==> src/rtl/gumnut_io_pkg.sv <==
// rtl/gumnut_io_pkg.sv - shared types and register map for the Gumnut I/O responder
// Purpose: bus FSM state type, register offsets and register bit positions.
// Ports: none (package).
package gumnut_io_pkg;

  typedef enum logic [1:0] {
    IDLE = 2'd0,
    WAIT = 2'd1,
    ACK  = 2'd2
  } bus_state_t;

  localparam logic [2:0] OFF_GPIO_OUT = 3'd0;
  localparam logic [2:0] OFF_GPIO_IN  = 3'd1;
  localparam logic [2:0] OFF_RELOAD   = 3'd2;
  localparam logic [2:0] OFF_CTRL     = 3'd3;
  localparam logic [2:0] OFF_STATUS   = 3'd4;

  localparam int CTRL_TMR_EN = 0;
  localparam int CTRL_IRQ_EN = 1;
  localparam int STATUS_EXP  = 0;

endpackage

==> src/rtl/gumnut_tick_timer.sv <==
// rtl/gumnut_tick_timer.sv - prescaled 8-bit reload down-counter with expiry pulse
// Purpose: prescaler wraps every PRESCALE enabled cycles (one tick); each tick
//   decrements the counter, or reloads it and pulses expire when it is 0.
// Ports: clk, rst (sync, active-high); en gates prescaler and counter;
//   load/load_val force the counter; reload is the value taken on expiry;
//   expire is high for the single cycle of a tick with counter 0.
module gumnut_tick_timer #(
  parameter int PRESCALE = 4
) (
  input  logic       clk,
  input  logic       rst,
  input  logic       en,
  input  logic       load,
  input  logic [7:0] load_val,
  input  logic [7:0] reload,
  output logic       expire
);

  localparam int PW = (PRESCALE > 1) ? $clog2(PRESCALE) : 1;
  localparam logic [PW-1:0] PS_LAST = PW'(PRESCALE - 1);

  logic [PW-1:0] psc;
  logic [7:0]    cnt;
  logic          tick;

  assign tick   = en && (psc == PS_LAST);
  // Expiry is judged on the pre-edge count, so it still fires when a load
  // coincides with the tick.
  assign expire = tick && (cnt == 8'd0);

  always_ff @(posedge clk) begin
    if (rst) begin
      psc <= '0;
      cnt <= 8'd0;
    end else begin
      if (en) begin
        psc <= tick ? '0 : psc + 1'b1;
      end
      // A load overrides whatever the tick would have done to the counter.
      if (load) begin
        cnt <= load_val;
      end else if (tick) begin
        cnt <= (cnt == 8'd0) ? reload : cnt - 8'd1;
      end
    end
  end

endmodule

==> src/rtl/gumnut_io_responder.sv <==
// rtl/gumnut_io_responder.sv - port-bus responder with GPIO, reload timer and interrupt
// Purpose: decodes port-bus strobes, acknowledges after WAIT_STATES extra
//   cycles, and hosts GPIO_OUT, GPIO_IN, RELOAD, CTRL and STATUS registers.
// Ports: clk_i/rst_i (sync, active-high); cyc_i, stb_i, we_i, addr_i, dat_i
//   request side; dat_o, ack_o response side; int_ack_i/int_req_o interrupt
//   handshake; gpio_i/gpio_o general-purpose I/O.
module gumnut_io_responder
  import gumnut_io_pkg::*;
#(
  parameter logic [7:0] BASE_ADDR   = 8'h00,
  parameter int         WAIT_STATES = 1,
  parameter int         PRESCALE    = 4
) (
  input  logic       clk_i,
  input  logic       rst_i,
  input  logic       cyc_i,
  input  logic       stb_i,
  input  logic       we_i,
  input  logic [7:0] addr_i,
  input  logic [7:0] dat_i,
  output logic [7:0] dat_o,
  output logic       ack_o,
  input  logic       int_ack_i,
  output logic       int_req_o,
  input  logic [7:0] gpio_i,
  output logic [7:0] gpio_o
);

  localparam logic [3:0] WS_LAST = 4'((WAIT_STATES > 0) ? WAIT_STATES - 1 : 0);

  bus_state_t state;
  logic [3:0] wcnt;
  logic [2:0] addr_q;
  logic       we_q;
  logic [7:0] dat_q;

  logic [7:0] gpio_s1, gpio_s2;
  logic [7:0] reload;
  logic       tmr_en, irq_en, exp_flag;

  logic       req, sel, wr_en, w1c, expire;
  logic [2:0] rd_off;
  logic [7:0] rd_data;

  assign req   = cyc_i & stb_i;
  assign sel   = (addr_i[7:3] == BASE_ADDR[7:3]);
  assign wr_en = (state == ACK) && we_q;
  assign w1c   = wr_en && (addr_q == OFF_STATUS) && dat_q[STATUS_EXP];

  // With zero wait states the read mux is sampled in IDLE, before addr_q holds
  // the request address.
  assign rd_off = (state == IDLE) ? addr_i[2:0] : addr_q;

  always_comb begin
    rd_data = 8'd0;
    case (rd_off)
      OFF_GPIO_OUT: rd_data = gpio_o;
      OFF_GPIO_IN:  rd_data = gpio_s2;
      OFF_RELOAD:   rd_data = reload;
      OFF_CTRL: begin
        rd_data[CTRL_TMR_EN] = tmr_en;
        rd_data[CTRL_IRQ_EN] = irq_en;
      end
      OFF_STATUS:   rd_data[STATUS_EXP] = exp_flag;
      default:      rd_data = 8'd0;
    endcase
  end

  // Bus FSM; ack_o/dat_o are registered on entry to ACK so they are valid
  // exactly while the FSM sits in ACK.
  always_ff @(posedge clk_i) begin
    if (rst_i) begin
      state  <= IDLE;
      wcnt   <= 4'd0;
      addr_q <= 3'd0;
      we_q   <= 1'b0;
      dat_q  <= 8'd0;
      ack_o  <= 1'b0;
      dat_o  <= 8'd0;
    end else begin
      ack_o <= 1'b0;
      dat_o <= 8'd0;
      case (state)
        IDLE: begin
          if (req && sel) begin
            addr_q <= addr_i[2:0];
            we_q   <= we_i;
            dat_q  <= dat_i;
            wcnt   <= 4'd0;
            if (WAIT_STATES == 0) begin
              state <= ACK;
              ack_o <= 1'b1;
              dat_o <= we_i ? 8'd0 : rd_data;
            end else begin
              state <= WAIT;
            end
          end
        end
        WAIT: begin
          if (!req) begin
            state <= IDLE;
          end else if (wcnt == WS_LAST) begin
            state <= ACK;
            ack_o <= 1'b1;
            dat_o <= we_q ? 8'd0 : rd_data;
          end else begin
            wcnt <= wcnt + 4'd1;
          end
        end
        ACK:     state <= IDLE;
        default: state <= IDLE;
      endcase
    end
  end

  // Register file, GPIO synchroniser and interrupt flag; writes commit at the
  // end of the ACK cycle.
  always_ff @(posedge clk_i) begin
    if (rst_i) begin
      gpio_o    <= 8'd0;
      gpio_s1   <= 8'd0;
      gpio_s2   <= 8'd0;
      reload    <= 8'd0;
      tmr_en    <= 1'b0;
      irq_en    <= 1'b0;
      exp_flag  <= 1'b0;
      int_req_o <= 1'b0;
    end else begin
      gpio_s1 <= gpio_i;
      gpio_s2 <= gpio_s1;
      if (wr_en) begin
        case (addr_q)
          OFF_GPIO_OUT: gpio_o <= dat_q;
          OFF_RELOAD:   reload <= dat_q;
          OFF_CTRL: begin
            tmr_en <= dat_q[CTRL_TMR_EN];
            irq_en <= dat_q[CTRL_IRQ_EN];
          end
          default: ;
        endcase
      end
      // A fresh expiry beats a simultaneous acknowledge or W1C clear.
      if (expire) begin
        exp_flag <= 1'b1;
      end else if (int_ack_i || w1c) begin
        exp_flag <= 1'b0;
      end
      int_req_o <= exp_flag & irq_en;
    end
  end

  gumnut_tick_timer #(
    .PRESCALE(PRESCALE)
  ) u_timer (
    .clk      (clk_i),
    .rst      (rst_i),
    .en       (tmr_en),
    .load     (wr_en && (addr_q == OFF_RELOAD)),
    .load_val (dat_q),
    .reload   (reload),
    .expire   (expire)
  );

endmodule

==> config.mk <==
export PLATFORM = sky130hd
export DESIGN_NAME = gumnut_io_responder
export DESIGN_NICKNAME = d
export VERILOG_FILES = /design/src/rtl/gumnut_io_pkg.sv /design/src/rtl/gumnut_tick_timer.sv /design/src/rtl/gumnut_io_responder.sv
export SDC_FILE = /design/constraint.sdc
export NUM_CORES = 1
export LEC_CHECK = 0
export CAP_MARGIN = 20
export CORE_UTILIZATION = 35
export CTS_CLUSTER_DIAMETER = 40
export DETAILED_ROUTE_END_ITERATION = 8
export SYNTH_ARGS = -nofsm -noshare
export SYNTH_HDL_FRONTEND = slang
export SYNTH_SLANG_ARGS = --single-unit
==> constraint.sdc <==
create_clock -name clk_i -period 2.95 [get_ports clk_i]
set_input_delay 0.4425 -clock clk_i [delete_from_list [all_inputs] [get_ports clk_i]]
set_output_delay 0.4425 -clock clk_i [all_outputs]
set_load 0.01 [all_outputs]
# [Word-level counts from Yosys, hierarchy flattened]
# Index checks and enable logic that the tools add are counted.
[classes] add_sub_neg=3 multipliers=0 div=0 n_lt_le_gt_ge=0 n_eq_ne=14 n_shift=0 mux=19 n_bitwise=5 n_reduce_logical=25
[ops] cell="two-way mux 8 bit" n=3
[ops] cell="case mux 6 bit (3 select lines)" n=1
[ops] cell="== test 3 x 2 -> 1 bit, second input constant" n=4
[ops] cell="two-way mux 4 bit" n=3
[ops] cell="AND reduction 2 bit" n=5
[ops] cell="zero test 8 bit" n=1
[ops] cell="two-way mux 2 bit" n=4
[ops] cell="case mux 4 bit (2 select lines)" n=1
[ops] cell="subtractor 8 x 1 -> 8 bit, second input constant" n=1
[ops] cell="logical AND 1 bit" n=7
[ops] cell="== test 3 bit, second input constant" n=2
[ops] cell="zero test 3 bit" n=2
[ops] cell="nonzero test 2 bit" n=3
[ops] cell="zero test 5 bit" n=1
[ops] cell="case mux 1 bit (5 select lines)" n=1
[ops] cell="OR reduction 5 bit" n=1
[ops] cell="adder 4 x 1 -> 4 bit, second input constant" n=1
[ops] cell="== test 2 bit, second input constant" n=2
[ops] cell="zero test 4 bit" n=1
[ops] cell="inequality test 2 bit, second input constant" n=2
[ops] cell="case mux 1 bit (4 select lines)" n=1
[ops] cell="case mux 2 bit (2 select lines)" n=1
[ops] cell="AND reduction 4 bit" n=1
[ops] cell="== test 3 x 1 -> 1 bit, second input constant" n=1
[ops] cell="other kinds (11)" n=16
[word_totals] register_bits=73 latch_bits=0 mem_bits_rw=0 mem_bits_ro=0 inputBits=30 out_inout_bits=18 wordCells=83 mem_count=0

# [Longest topological paths before layout]
# Gate-level depths: netlist (run 1).
[depth] word_depth=7 ltp_mapped=8 depth_no_buf=7

# [By module]
# A second synthesis (run 1) with hierarchy kept.
[unflattened] hier_cells=332 area_unflattened_um2=3268.1
[modules_own_cells] mod="gumnut_io_responder" n_inst=1 cells_per_inst=244 area_each_um2=2544.9 seq_area_each_um2=1261.2
[modules_own_cells] mod="gumnut_tick_timer" n_inst=1 cells_per_inst=88 area_each_um2=723.2 seq_area_each_um2=200.2

# [Least setup slack after synthesis (run 1)]
# OpenSTA, ideal clock, no wires.
[synth_path] path_kind="register to register" start="register u_timer.cnt[0]" end="register u_timer.cnt[5]" setup_ns=0.132 t_arrival_ns=1.659 required_time_ns=2.818 slack_ns=1.159 stages_incl_launch_ff=8 n_path_buf=1 synth_period_minus_slack_ns=1.791 path_cell_list="dfxtp_1 > inv_1 > ha_1 > or4b_1 > clkbuf_2 > mux2_4 > a211oi_2 > nor3_1"
[synth_via] elab_chain_cells=4 elab_cells_between_ends=5 classes_between="1 x add/sub; 3 x mux; 1 x reduce/logical"
[synth_rtl] item="start: declaration" line_no="gumnut_tick_timer.sv:23" rtl="logic [7:0] cnt;"
[synth_rtl] item="start signal: assignment" line_no="gumnut_tick_timer.sv:41" rtl="cnt <= load_val;"
[synth_rtl] item="start signal: assignment" line_no="gumnut_tick_timer.sv:43" rtl="cnt <= (cnt == 8'd0) ? reload : cnt - 8'd1;"
[synth_rtl] item="subtractor 8 x 1 -> 8 bit / zero test 8 bit (equally long branches)" line_no="gumnut_tick_timer.sv:43"
[synth_rtl] item="two-way mux 8 bit (*)" line_no="gumnut_tick_timer.sv:43"
[synth_rtl] item="two-way mux 8 bit (*)" line_no="gumnut_tick_timer.sv:42" rtl="end else if (tick) begin"
[synth_rtl] item="two-way mux 8 bit (*)" line_no="gumnut_tick_timer.sv:40" rtl="if (load) begin"
# Every way passes the cells marked *; elsewhere a longest branch is shown, timed or not. The select of a mux whose other input is x is not followed.
# A chain may end at the register's enable or synchronous reset.

# [Worst setup path in the final report (run 1)]
[layout_path] start="register wcnt[0]" end="register dat_o[5]"
[layout_via] elab_chain_cells=3
[layout_rtl] item="start: declaration" line_no="gumnut_io_responder.sv:32" rtl="logic [3:0] wcnt;"
[layout_rtl] item="start signal: assignment" line_no="gumnut_io_responder.sv:107" rtl="wcnt <= wcnt + 4'd1;"
[layout_rtl] item="zero test 4 bit" line_no="gumnut_io_responder.sv:102" rtl="end else if (wcnt == WS_LAST) begin"
[layout_rtl] item="inverter 1 bit (no source line)"
[layout_rtl] item="OR reduction 5 bit (no source line)"
[layout_rtl] item="end signal: assignment" line_no="gumnut_io_responder.sv:93" rtl="dat_o <= we_i ? 8'd0 : rd_data;"
[layout_rtl] item="end signal: assignment" line_no="gumnut_io_responder.sv:105" rtl="dat_o <= we_q ? 8'd0 : rd_data;"
[layout_rtl] item="end: declaration" line_no="gumnut_io_responder.sv:21" rtl="output logic [7:0] dat_o,"
# Every way passes these cells.

==> results of run 1 <==
==> cells by family (layout without fill, tap and decap cells) <==
family          count (synthesis)  in the layout  synth area share
compound gates                 49             49             0.104
xor+xnor                        4              4            0.0115
simple gates                  124            124             0.219
mux                            37             37             0.131
buf+inv                        24             75            0.0341
fa+ha+maj                       5              5            0.0205
flops                          73             73             0.479
==> synthesized netlist by cell type (6+ instances only) <==
| cell type | instances | area share |
|---|---|---|
| sky130_fd_sc_hd__nor2_1 | 44 | 0.054 |
| sky130_fd_sc_hd__dfxtp_1 | 73 | 0.48 |
| sky130_fd_sc_hd__nor3_1 | 12 | 0.020 |
| sky130_fd_sc_hd__inv_1 | 8 | 0.0098 |
| sky130_fd_sc_hd__mux2_2 | 9 | 0.033 |
| sky130_fd_sc_hd__a21oi_1 | 22 | 0.036 |
| sky130_fd_sc_hd__mux2i_1 | 25 | 0.082 |
| sky130_fd_sc_hd__clkbuf_1 | 7 | 0.0086 |
| sky130_fd_sc_hd__a22oi_1 | 6 | 0.015 |
| sky130_fd_sc_hd__nand2_1 | 23 | 0.028 |
| sky130_fd_sc_hd__nor2b_1 | 17 | 0.035 |
==> sequential cells by signal, indices dropped and copies added (netlist names), 4 cells and up <==
signal	count
gpio_s2	8
gpio_o	8
wcnt	4
u_timer.cnt	8
gpio_s1	8
dat_q	8
dat_o	8
reload	8
==> per-layer routing <==
metal / up-vias / global-route usage / share of wire
met5: - / 0 / 0
met4: 0 / 0.0505 / 0.0050
met3: 5 / 0.0351 / 0.044
met2: 45 / 0.247 / 0.45
met1: 1082 / 0.218 / 0.50
li1: 1188 / - / -
==> where the power goes <==
part | leakage [uW] | internal (uW) | total [uW] | switching, uW
registers | 0.000591 | 995 | 998 | 3.12
clock network | 0.000106 | 483 | 883 | 400
logic | 0.000687 | 48.3 | 82.2 | 33.8
==> worst max-delay path by stage <==
stage / slack (ns) / depth (start not counted) / from / to
after CTS: 0.96 / 7 / u_timer.cnt[0]$_SDFFE_PP0P_ / u_timer.cnt[3]$_SDFFE_PP0P_
after global placement: 0.91 / 5 / addr_i[1] / dat_o[1]$_SDFF_PP0_
after global routing: 0.77 / 5 / state[1]$_SDFFE_PP0P_ / u_timer.cnt[2]$_SDFFE_PP0P_
after detailed placement: 0.89 / 5 / addr_i[1] / dat_o[1]$_SDFF_PP0_
final: 0.98 / 6 / wcnt[0]$_SDFFE_PP0P_ / dat_o[5]$_SDFF_PP0_
after floorplan: 1.16 / 7 / u_timer.cnt[0]$_SDFFE_PP0P_ / u_timer.cnt[5]$_SDFFE_PP0P_
==> placed cells by master (no fill, tap or decap), types with 4 or more instances in the layout <==
| master | instances |
|---|---|
| sky130_fd_sc_hd__dfxtp_1 | 73 |
| sky130_fd_sc_hd__clkdlybuf4s50_1 | 46 |
| sky130_fd_sc_hd__nor2_1 | 44 |
| sky130_fd_sc_hd__mux2i_1 | 25 |
| sky130_fd_sc_hd__nand2_1 | 23 |
| sky130_fd_sc_hd__a21oi_1 | 22 |
| sky130_fd_sc_hd__nor2b_1 | 17 |
| sky130_fd_sc_hd__nor3_1 | 12 |
| sky130_fd_sc_hd__mux2_2 | 9 |
| sky130_fd_sc_hd__clkbuf_8 | 9 |
| sky130_fd_sc_hd__inv_1 | 8 |
| sky130_fd_sc_hd__a22oi_1 | 6 |
| sky130_fd_sc_hd__o22ai_1 | 5 |
| sky130_fd_sc_hd__ha_1 | 5 |
| sky130_fd_sc_hd__a21boi_0 | 4 |
| sky130_fd_sc_hd__buf_4 | 4 |
==> cell type report <==
cell class | count | area (sq um) | share of cell area
clock inverter | 7 | 101 | 0.0265
clock buffer | 9 | 124 | 0.0324
multi-input combinational | 219 | 1480 | 0.388
sequential | 73 | 1460 | 0.382
tap | 105 | 131 | 0.0343
timing repair buffer | 51 | 495 | 0.129
inverter | 8 | 30.0 | 0.00785
==> metrics by stage <==
step	setup WS, ns	instance area (sq um)	utilization	hold WS, ns
global placement	0.906	3600	0.432	0.417
global route	0.770	3830	0.459	0.453
floorplan	1.16	3050	-	0.410
CTS	0.963	3830	0.459	0.441
detailed placement	0.891	3600	0.432	0.420
finish	0.980	3830	0.459	0.439
==> results.txt, run 1 <==
----------------------------------------------------
[CTS]
  CTS Sinks ... 73
  PostCTS Resize Cnt ... 0
  Setup repair bufs after CTS ... 0
  Reg clk slew, reported paths ... 0.09 ns
  Number of H-tree levels ... 3
  Clock buffer count from CTS ... 9
  Clock buffer depth ... 2
  CTS hold repair buffers ... 0
  Worst skew pair latency ... 0.34 ns
  Clock Tree Root ... sky130_fd_sc_hd__clkbuf_8
  Clock tree from TritonCTS ... built

[Placement]
  Placer congestion estimate ... 0.805
  Post-placement cell count ... 456
  Port Buffers ... 47
  Half-perimeter wire length of the detailed placement result ... 4.69 mm

[STA]
  Normalized max-slew margin ... 0.424
  Final hold viol count ... 0
  Number of max-slew violations in the final report ... 0
  Post-Route Setup TNS ... 0 ns
  Worst setup skew after layout ... 0.00777 ns
  Setup violation total in the final timing report ... 0
  Final period util ... 0.668
  Max Clock Freq ... 508 MHz
  Transition time of the tightest slew-check pin ... 0.860 ns
  Setup repair after global routing missed its margin ... false
  Final critical-path required period ... 1.97 ns

[GRT]
  Number of global-route vias before repair ... 2,270
  Number of antenna violations at the first check in global routing ... 0
  First-pass GRT wire length ... 11.1 mm
  Pin count of the biggest net entering global routing ... 52
  Total congestion overflow ... 0
  Gr usage total ... 0.159

[Worst setup path]
  Largest incremental delay on the critical path ... 0.48 ns
  Crit Path Max Fanout ... 6
  Family of cells with the greatest summed delay on the critical path ... simple AND/OR/NAND/NOR gates
  Worst setup EP type ... flip-flop
  Register-to-register setup slack ... 0.98 ns
  Sequence of cells on the critical path ... inv_1, ha_1, or3b_2, nor3_2, o2111ai_1, nor2_1
  Startpoint of the worst-slack reg-to-reg timing path ... wcnt[0]$_SDFFE_PP0P_
  Worst Path Arrival ... 2.25 ns
  Worst reg-to-reg path cell count ... 6
  Worst endpoint required time ... 3.23 ns
  WP buf/inv ... 1
  Kind of critical path ... flip-flop to flip-flop
  Critical path startpoint category ... flip-flop
  RR Endpoint ... dat_o[5]$_SDFF_PP0_
  Highest-delay cell along the critical path ... sky130_fd_sc_hd__or3b_2

[Floorplanning]
  DIE AREA ... 9090 sq um
  Vertical extent of the die ... 95.3 um
  Core region area ... 8340 sq um
  Chip width ... 95.3 um
  Placement row count ... 33
  # IOs ... 48
  Starting utilization of the core area ... 0.366

[Final layout]
  Share of layout cells above drive strength 1 ... 0.125
  Final instance count without filler cells ... 472
  Net count of the finished layout ... 397
  FILL cells ... 790
  Area growth from synthesis to layout ... 25.5%
  Antenna diode count ... 0

[Power]
  Leakage power of the design ... 0.00138 uW
  PwrDens ... 513 nW/um^2
  Power after layout ... 1960 uW
  Max rail drop VDD ... 0.000309 V

[Worst hold path]
  Endpoint with the worst hold slack ... gpio_s2[6]$_SDFF_PP0_
  Worst hold path startpoint ... gpio_s1[6]$_SDFF_PP0_
  Min-Delay Path Depth ... 1
  Worst min-delay path class ... flip-flop to flip-flop

[Synth]
  Yosys cell types ... 52
  Post-Synthesis Net Count ... 351
  Synthesized area divided by synthesized cell count ... 9.65 sq um
  Ys flop type ... sky130_fd_sc_hd__dfxtp_1
  Portion of the post-synthesis area used by sequential elements ... 0.479
  Post-synthesis cell count ... 316
  FFs w/ async S/R, synth ... 0
  Combined area of all synthesized cells ... 3050 sq um
  Synthesis-stage register bit count ... 73
  Number of warnings reported in the yosys synthesis log ... 0
  Post-synth EDFFs ... 0

[Routing]
  Via density per instance ... 4.92
  Post-route ant nets ... 0
  Number of DRC markers after the initial detailed-route iteration ... 111
  Wirelength, routed ... 6.63 mm
  DR vias ... 2,320
  Post-route DRC ... 0
  Final routed wire length divided by cell count ... 14.1 um
  First drt pass iteration count ... 4

[Job]
  Max-capacitance violation count ... 0

[Status]
  Run status ... complete, no violations

----------------------------------------------------
Power figures use the tool's default switching activity.
==> run 2: changes to the inputs <==
==> constraint.sdc (replaced) <==
create_clock -name clk_i -period 1.8 [get_ports clk_i]
set_input_delay 0.27 -clock clk_i [delete_from_list [all_inputs] [get_ports clk_i]]
set_output_delay 0.27 -clock clk_i [all_outputs]
set_load 0.01 [all_outputs]
==> run 2 against run 1 <==
The flow now finishes with violations (negative setup slack). Setup slack got worse by 0.98 ns. Count of clock-buffer cells in the layout unchanged. Hold slack got worse by 0.17 ns. Global-route usage is 1.3 points higher. Clock skew rose by 0.00059 ns. Critical endpoint is now u_timer.cnt[5]$_SDFFE_PP0P_. Sequential cell count stayed put. Fmax increased by 9.4%. Clock power grew 37%.
==> results.txt, run 2 (synthesized netlist as in run 1, its figures left out) <==
----------------------------------------------------
[STA]
  Final period util ... 1.00
  Normalized max-slew margin ... 0.703
  Worst setup skew after layout ... 0.00836 ns
  Final critical-path required period ... 1.80 ns
  Transition time of the tightest slew-check pin ... 0.443 ns
  Setup repair after global routing missed its margin ... true
  Setup violation total in the final timing report ... 1
  Final Worst Setup Slack ... -0.00123 ns
  Max Clock Freq ... 555 MHz
  Number of max-slew violations in the final report ... 0
  Final hold viol count ... 0

[GRT]
  Gr usage total ... 0.172
  Pin count of the biggest net entering global routing ... 47
  Number of global-route vias before repair ... 2,399
  Number of antenna violations at the first check in global routing ... 0
  First-pass GRT wire length ... 11.8 mm
  Total congestion overflow ... 0

[Placement]
  Post-placement cell count ... 487
  Post-Place Cell Area ... 3870 sq um
  Half-perimeter wire length of the detailed placement result ... 5.00 mm
  Port Buffers ... 47
  Placer congestion estimate ... 0.805

[Routing]
  Post-route ant nets ... 0
  Post-route DRC ... 0
  Via density per instance ... 4.88
  Final routed wire length divided by cell count ... 14.0 um
  Wirelength, routed ... 7.04 mm
  Number of DRC markers after the initial detailed-route iteration ... 73
  First drt pass iteration count ... 4
  DR vias ... 2,461

[CTS]
  Number of H-tree levels ... 3
  Reg clk slew, reported paths ... 0.08 ns
  Worst skew pair latency ... 0.36 ns
  Clock Tree Root ... sky130_fd_sc_hd__clkbuf_8
  Clock buffer count from CTS ... 9
  CTS Sinks ... 73
  Clock tree from TritonCTS ... built
  Clock buffer depth ... 2

[Worst setup path]
  Worst Path Arrival ... 2.04 ns
  Kind of critical path ... flip-flop to flip-flop
  Highest-delay cell along the critical path ... sky130_fd_sc_hd__or4b_4
  Crit Path Max Fanout ... 5
  Family of cells with the greatest summed delay on the critical path ... simple AND/OR/NAND/NOR gates
  Startpoint of the worst-slack reg-to-reg timing path ... u_timer.cnt[1]$_SDFFE_PP0P_
  Sequence of cells on the critical path ... inv_2, ha_4, or4b_4, mux2_4, a211oi_2, nor3_1
  Critical path startpoint category ... flip-flop
  Worst setup EP type ... flip-flop
  Worst endpoint required time ... 2.04 ns
  WP buf/inv ... 1
  Largest incremental delay on the critical path ... 0.53 ns
  RR Endpoint ... u_timer.cnt[5]$_SDFFE_PP0P_
  Register-to-register setup slack ... -0.001 ns
  Worst reg-to-reg path cell count ... 6

[Floorplanning]
  Chip width ... 95.3 um
  Vertical extent of the die ... 95.3 um
  Core region area ... 8340 sq um
  DIE AREA ... 9090 sq um
  # IOs ... 48
  Starting utilization of the core area ... 0.366
  Placement row count ... 33

[Final layout]
  Layout Cell Area excl Fill ... 4130 sq um
  Area of combinational cells with multiple inputs ... 1550 sq um
  Final core utilization ... 0.495
  Commonest cells after routing, fill and taps aside ... 71 x sky130_fd_sc_hd__dfxtp_1, 46 x sky130_fd_sc_hd__clkdlybuf4s50_1, 43 x sky130_fd_sc_hd__nor2_1
  Share of layout cells above drive strength 1 ... 0.228
  Area growth from synthesis to layout ... 35.4%
  FILL cells ... 791
  Seq. cell area ... 1460 sq um
  Most frequent standard cell in the layout excluding fill and tap cells ... sky130_fd_sc_hd__dfxtp_1
  Net count of the finished layout ... 429
  Antenna diode count ... 0
  Final instance count without filler cells ... 504

[Status]
  Violated checks ... negative setup slack
  Run status ... complete, but fails checks

[Power]
  Power after layout ... 3000 uW
  Max rail drop VDD ... 0.000501 V
  PwrDens ... 726 nW/um^2
  Leakage power of the design ... 0.00154 uW

[Worst hold path]
  Worst min-delay path class ... input pin to flip-flop
  Min-Delay Path Depth ... 2
  Endpoint with the worst hold slack ... u_timer.psc[1]$_SDFFE_PP0P_
  Worst hold path startpoint ... rst_i

[Job]
  Max-capacitance violation count ... 0

----------------------------------------------------
==> run 2: worst max path at each step <==
stage | from | end | cells past startpoint
2_1_floorplan | u_timer.cnt[0]$_SDFFE_PP0P_ | u_timer.cnt[5]$_SDFFE_PP0P_ | 7
3_3_place_gp | addr_i[1] | dat_o[1]$_SDFF_PP0_ | 5
3_5_place_dp | u_timer.cnt[0]$_SDFFE_PP0P_ | u_timer.cnt[1]$_SDFFE_PP0P_ | 7
4_1_cts | u_timer.cnt[1]$_SDFFE_PP0P_ | u_timer.cnt[5]$_SDFFE_PP0P_ | 6
5_1_grt | u_timer.cnt[1]$_SDFFE_PP0P_ | u_timer.cnt[5]$_SDFFE_PP0P_ | 6
6_report | u_timer.cnt[1]$_SDFFE_PP0P_ | u_timer.cnt[5]$_SDFFE_PP0P_ | 6
==> run 2: per-stage QoR <==
step | TNS (ns) | hold WS (ns) | worst slack (ns)
after floorplan | 0 | 0.358 | 0.00867
after CTS | 0 | 0.246 | 0.00713
after global routing | -0.0480 | 0.264 | -0.0440
after global placement | -0.126 | 0.417 | -0.0340
after detailed placement | -0.628 | 0.424 | -0.0960
final | -0.00123 | 0.269 | -0.00123
==> run 2: metal layers <==
layer,GRT usage,part of all wire,up-vias,wire [um]
met4,0.0720,0.015,0,107
met1,0.224,0.48,1147,3370
li1,-,-,1259,-
met5,0,0,-,0
met3,0.0423,0.033,12,235
met2,0.270,0.47,43,3330
==> run 2: final cells by class <==
cell class / count / area share
Clock buffer: 9 / 0.0300
Clock inverter: 7 / 0.0148
Timing Repair Buffer: 83 / 0.187
Multi-Input combinational cell: 219 / 0.374
Inverter: 8 / 0.00727
Sequential cell: 73 / 0.355
Tap cell: 105 / 0.0318
==> run 2: worst reg2reg max path, stage by stage (launching register included) <==
cell	delay, ns
sky130_fd_sc_hd__dfxtp_2	0.34
sky130_fd_sc_hd__inv_2	0.07
sky130_fd_sc_hd__ha_4	0.13
sky130_fd_sc_hd__or4b_4	0.53
sky130_fd_sc_hd__mux2_4	0.33
sky130_fd_sc_hd__a211oi_2	0.22
sky130_fd_sc_hd__nor3_1	0.07
==> run 2: report_power, final <==
part / leakage, uW / switching [uW] / internal, uW
Combinational: 0.000864 / 60.2 / 96.3
Sequential: 0.000592 / 4.63 / 1630
Clock: 0.0000884 / 684 / 523
==> run 2: timing repair <==
item,4_1_cts,5_1_grt
endpoints found under the setup margin,14,18
pin swaps,2,5
hold buffers,0,0
cloned,0,0
buffers inserted,0,1
gates resized for setup,6,12
hold endpoints to repair,0,0
==> run 3: changes to the inputs <==
--- a/config.mk
+++ b/config.mk
@@ -6,9 +6,11 @@
 export NUM_CORES = 1
 export LEC_CHECK = 0
 export CAP_MARGIN = 20
-export CORE_UTILIZATION = 35
+export CORE_UTILIZATION = 48
 export CTS_CLUSTER_DIAMETER = 40
 export DETAILED_ROUTE_END_ITERATION = 8
+export PLACE_DENSITY = 0.75
+export SKIP_LAST_GASP = 1
 export SYNTH_ARGS = -nofsm -noshare
 export SYNTH_HDL_FRONTEND = slang
 export SYNTH_SLANG_ARGS = --single-unit
==> run 3 against run 2 <==
Global-route usage is 5.5 points higher. First-iteration DRC count up 85%. The flow now finishes without violations. Hold slack better by 0.040 ns. Register-to-register slack better by 0.02 ns. Critical endpoint unchanged. Largest power group unchanged. Count of clock-buffer cells in the layout did not move. Highest routed layer unchanged. Cell count fell by 7.1%. Core utilization rose by 18 points. Sequential cell count stayed put. Combinational power decreased by 6%.
==> results.txt, run 3 (synthesized netlist as in run 1, its figures left out) <==
----------------------------------------------------
[Routing]
  First drt pass iteration count ... 4
  Post-route ant nets ... 0
  Wirelength, routed ... 6.84 mm
  Final routed wire length divided by cell count ... 14.6 um
  DR vias ... 2,471
  Post-route DRC ... 0
  Number of DRC markers after the initial detailed-route iteration ... 135
  Via density per instance ... 5.28

[Worst setup path]
  Critical path startpoint category ... flip-flop
  Worst Path Arrival ... 2.00 ns
  Worst endpoint required time ... 2.02 ns
  Worst setup EP type ... flip-flop
  Crit Path Max Fanout ... 5
  Kind of critical path ... flip-flop to flip-flop

[Floorplanning]
  DIE AREA ... 6670 sq um
  Chip width ... 81.7 um
  Vertical extent of the die ... 81.7 um
  Core region area ... 6030 sq um
  Starting utilization of the core area ... 0.506
  # IOs ... 48
  Placement row count ... 28

[Final layout]
  Share of layout cells above drive strength 1 ... 0.226
  Antenna diode count ... 0
  Most frequent standard cell in the layout excluding fill and tap cells ... sky130_fd_sc_hd__dfxtp_1
  Area growth from synthesis to layout ... 34.2%
  Seq. cell area ... 1470 sq um
  Area of combinational cells with multiple inputs ... 1570 sq um
  Layout Cell Area excl Fill ... 4090 sq um
  Net count of the finished layout ... 423
  Commonest cells after routing, fill and taps aside ... 70 x sky130_fd_sc_hd__dfxtp_1, 46 x sky130_fd_sc_hd__clkdlybuf4s50_1, 43 x sky130_fd_sc_hd__nor2_1
  FILL cells ... 459

[Placement]
  Port Buffers ... 47
  Post-Place Cell Area ... 3760 sq um
  Half-perimeter wire length of the detailed placement result ... 4.64 mm
  Placer congestion estimate ... 0.824

[STA]
  Setup repair after global routing missed its margin ... true
  Final critical-path required period ... 1.78 ns
  Worst setup skew after layout ... 0.00974 ns
  Final period util ... 0.988
  Setup violation total in the final timing report ... 0
  Final hold viol count ... 0
  Max Clock Freq ... 563 MHz
  Normalized max-slew margin ... 0.675
  Transition time of the tightest slew-check pin ... 0.488 ns
  Number of max-slew violations in the final report ... 0

[Power]
  Power after layout ... 3220 uW
  Leakage power of the design ... 0.00153 uW
  Max rail drop VDD ... 0.000604 V
  PwrDens ... 786 nW/um^2

[CTS]
  Number of H-tree levels ... 3
  Clock Tree Root ... sky130_fd_sc_hd__clkbuf_8
  CTS Sinks ... 73
  Clock buffer count from CTS ... 9
  Worst skew pair latency ... 0.35 ns
  Clock buffer depth ... 2
  CTS hold repair buffers ... 0
  Clock tree from TritonCTS ... built
  Reg clk slew, reported paths ... 0.08 ns

[GRT]
  Number of antenna violations at the first check in global routing ... 0
  Number of global-route vias before repair ... 2,328
  Total congestion overflow ... 0
  First-pass GRT wire length ... 11.3 mm
  Gr usage total ... 0.228
  Pin count of the biggest net entering global routing ... 49

[Job]
  Max-capacitance violation count ... 0

[Worst hold path]
  Worst min-delay path class ... input pin to flip-flop

[Status]
  Run status ... complete, no violations

----------------------------------------------------
## run 3: cell count changes in the layout (fill, tap and decap cells not counted), sizes merged
cell,delta
bufinv,+2
clkinv,-1
clkinvlp,-1
buf,-6
## run 3: stage by stage
stage | instances | setup TNS, ns | hold WS (ns) | worst slack [ns] | util
floorplan | 316 | 0 | 0.358 | 0.00867 | -
global placement | 450 | -0.0641 | 0.417 | -0.0206 | 0.624
detailed placement | 450 | -0.715 | 0.422 | -0.0865 | 0.624
CTS | 466 | 0 | 0.302 | 0.00560 | 0.665
global route | 468 | -0.0766 | 0.319 | -0.0337 | 0.679
finish | 468 | 0 | 0.309 | 0.0223 | 0.679
## run 3: critical path: stages, from the launching register on
cell,delay [ns]
sky130_fd_sc_hd__dfxtp_2,0.33
sky130_fd_sc_hd__inv_2,0.08
sky130_fd_sc_hd__ha_4,0.14
sky130_fd_sc_hd__or4b_4,0.54
sky130_fd_sc_hd__mux2_4,0.33
sky130_fd_sc_hd__a211oi_2,0.17
sky130_fd_sc_hd__nor3_1,0.07
## run 3: power breakdown
part           switching, uW  internal [uW]
Clock                    645            792
Combinational           58.6           87.3
Sequential              4.63           1630
Total                    708           2510
## run 3: what timing repair did
item	CTS	global route
setup buffers	0	2
pin swaps	2	5
cloned	0	0
resized for setup	7	20
setup endpoints to repair	14	20
## run 3: cell type report
cell class,count,share of cell area
Clock buffer,9,0.0303
Clock inverter,7,0.0242
Inverter,8,0.00734
Multi-Input combinational cell,219,0.384
Sequential cell,73,0.358
Tap cell,75,0.0229
Timing Repair Buffer,77,0.174
## run 3: path summary, 6_finish.rpt
kind / start / slack [ns] / end / depth (start not counted)
max: u_timer.cnt[1]$_SDFFE_PP0P_ / 0.02 / u_timer.cnt[5]$_SDFFE_PP0P_ / 6
min reg2reg: gpio_s1[0]$_SDFF_PP0_ / 0.43 / gpio_s2[0]$_SDFF_PP0_ / 1
max reg2reg: u_timer.cnt[1]$_SDFFE_PP0P_ / 0.02 / u_timer.cnt[5]$_SDFFE_PP0P_ / 6
min: rst_i / 0.31 / dat_o[0]$_SDFF_PP0_ / 4
## run 3: per-layer routing
layer  wire, um  GRT usage  part of all wire
met1       3320      0.312              0.49
met5          0          0                 0
met4         94     0.0947             0.014
met3        265     0.0522             0.039
met2       3150      0.343              0.46
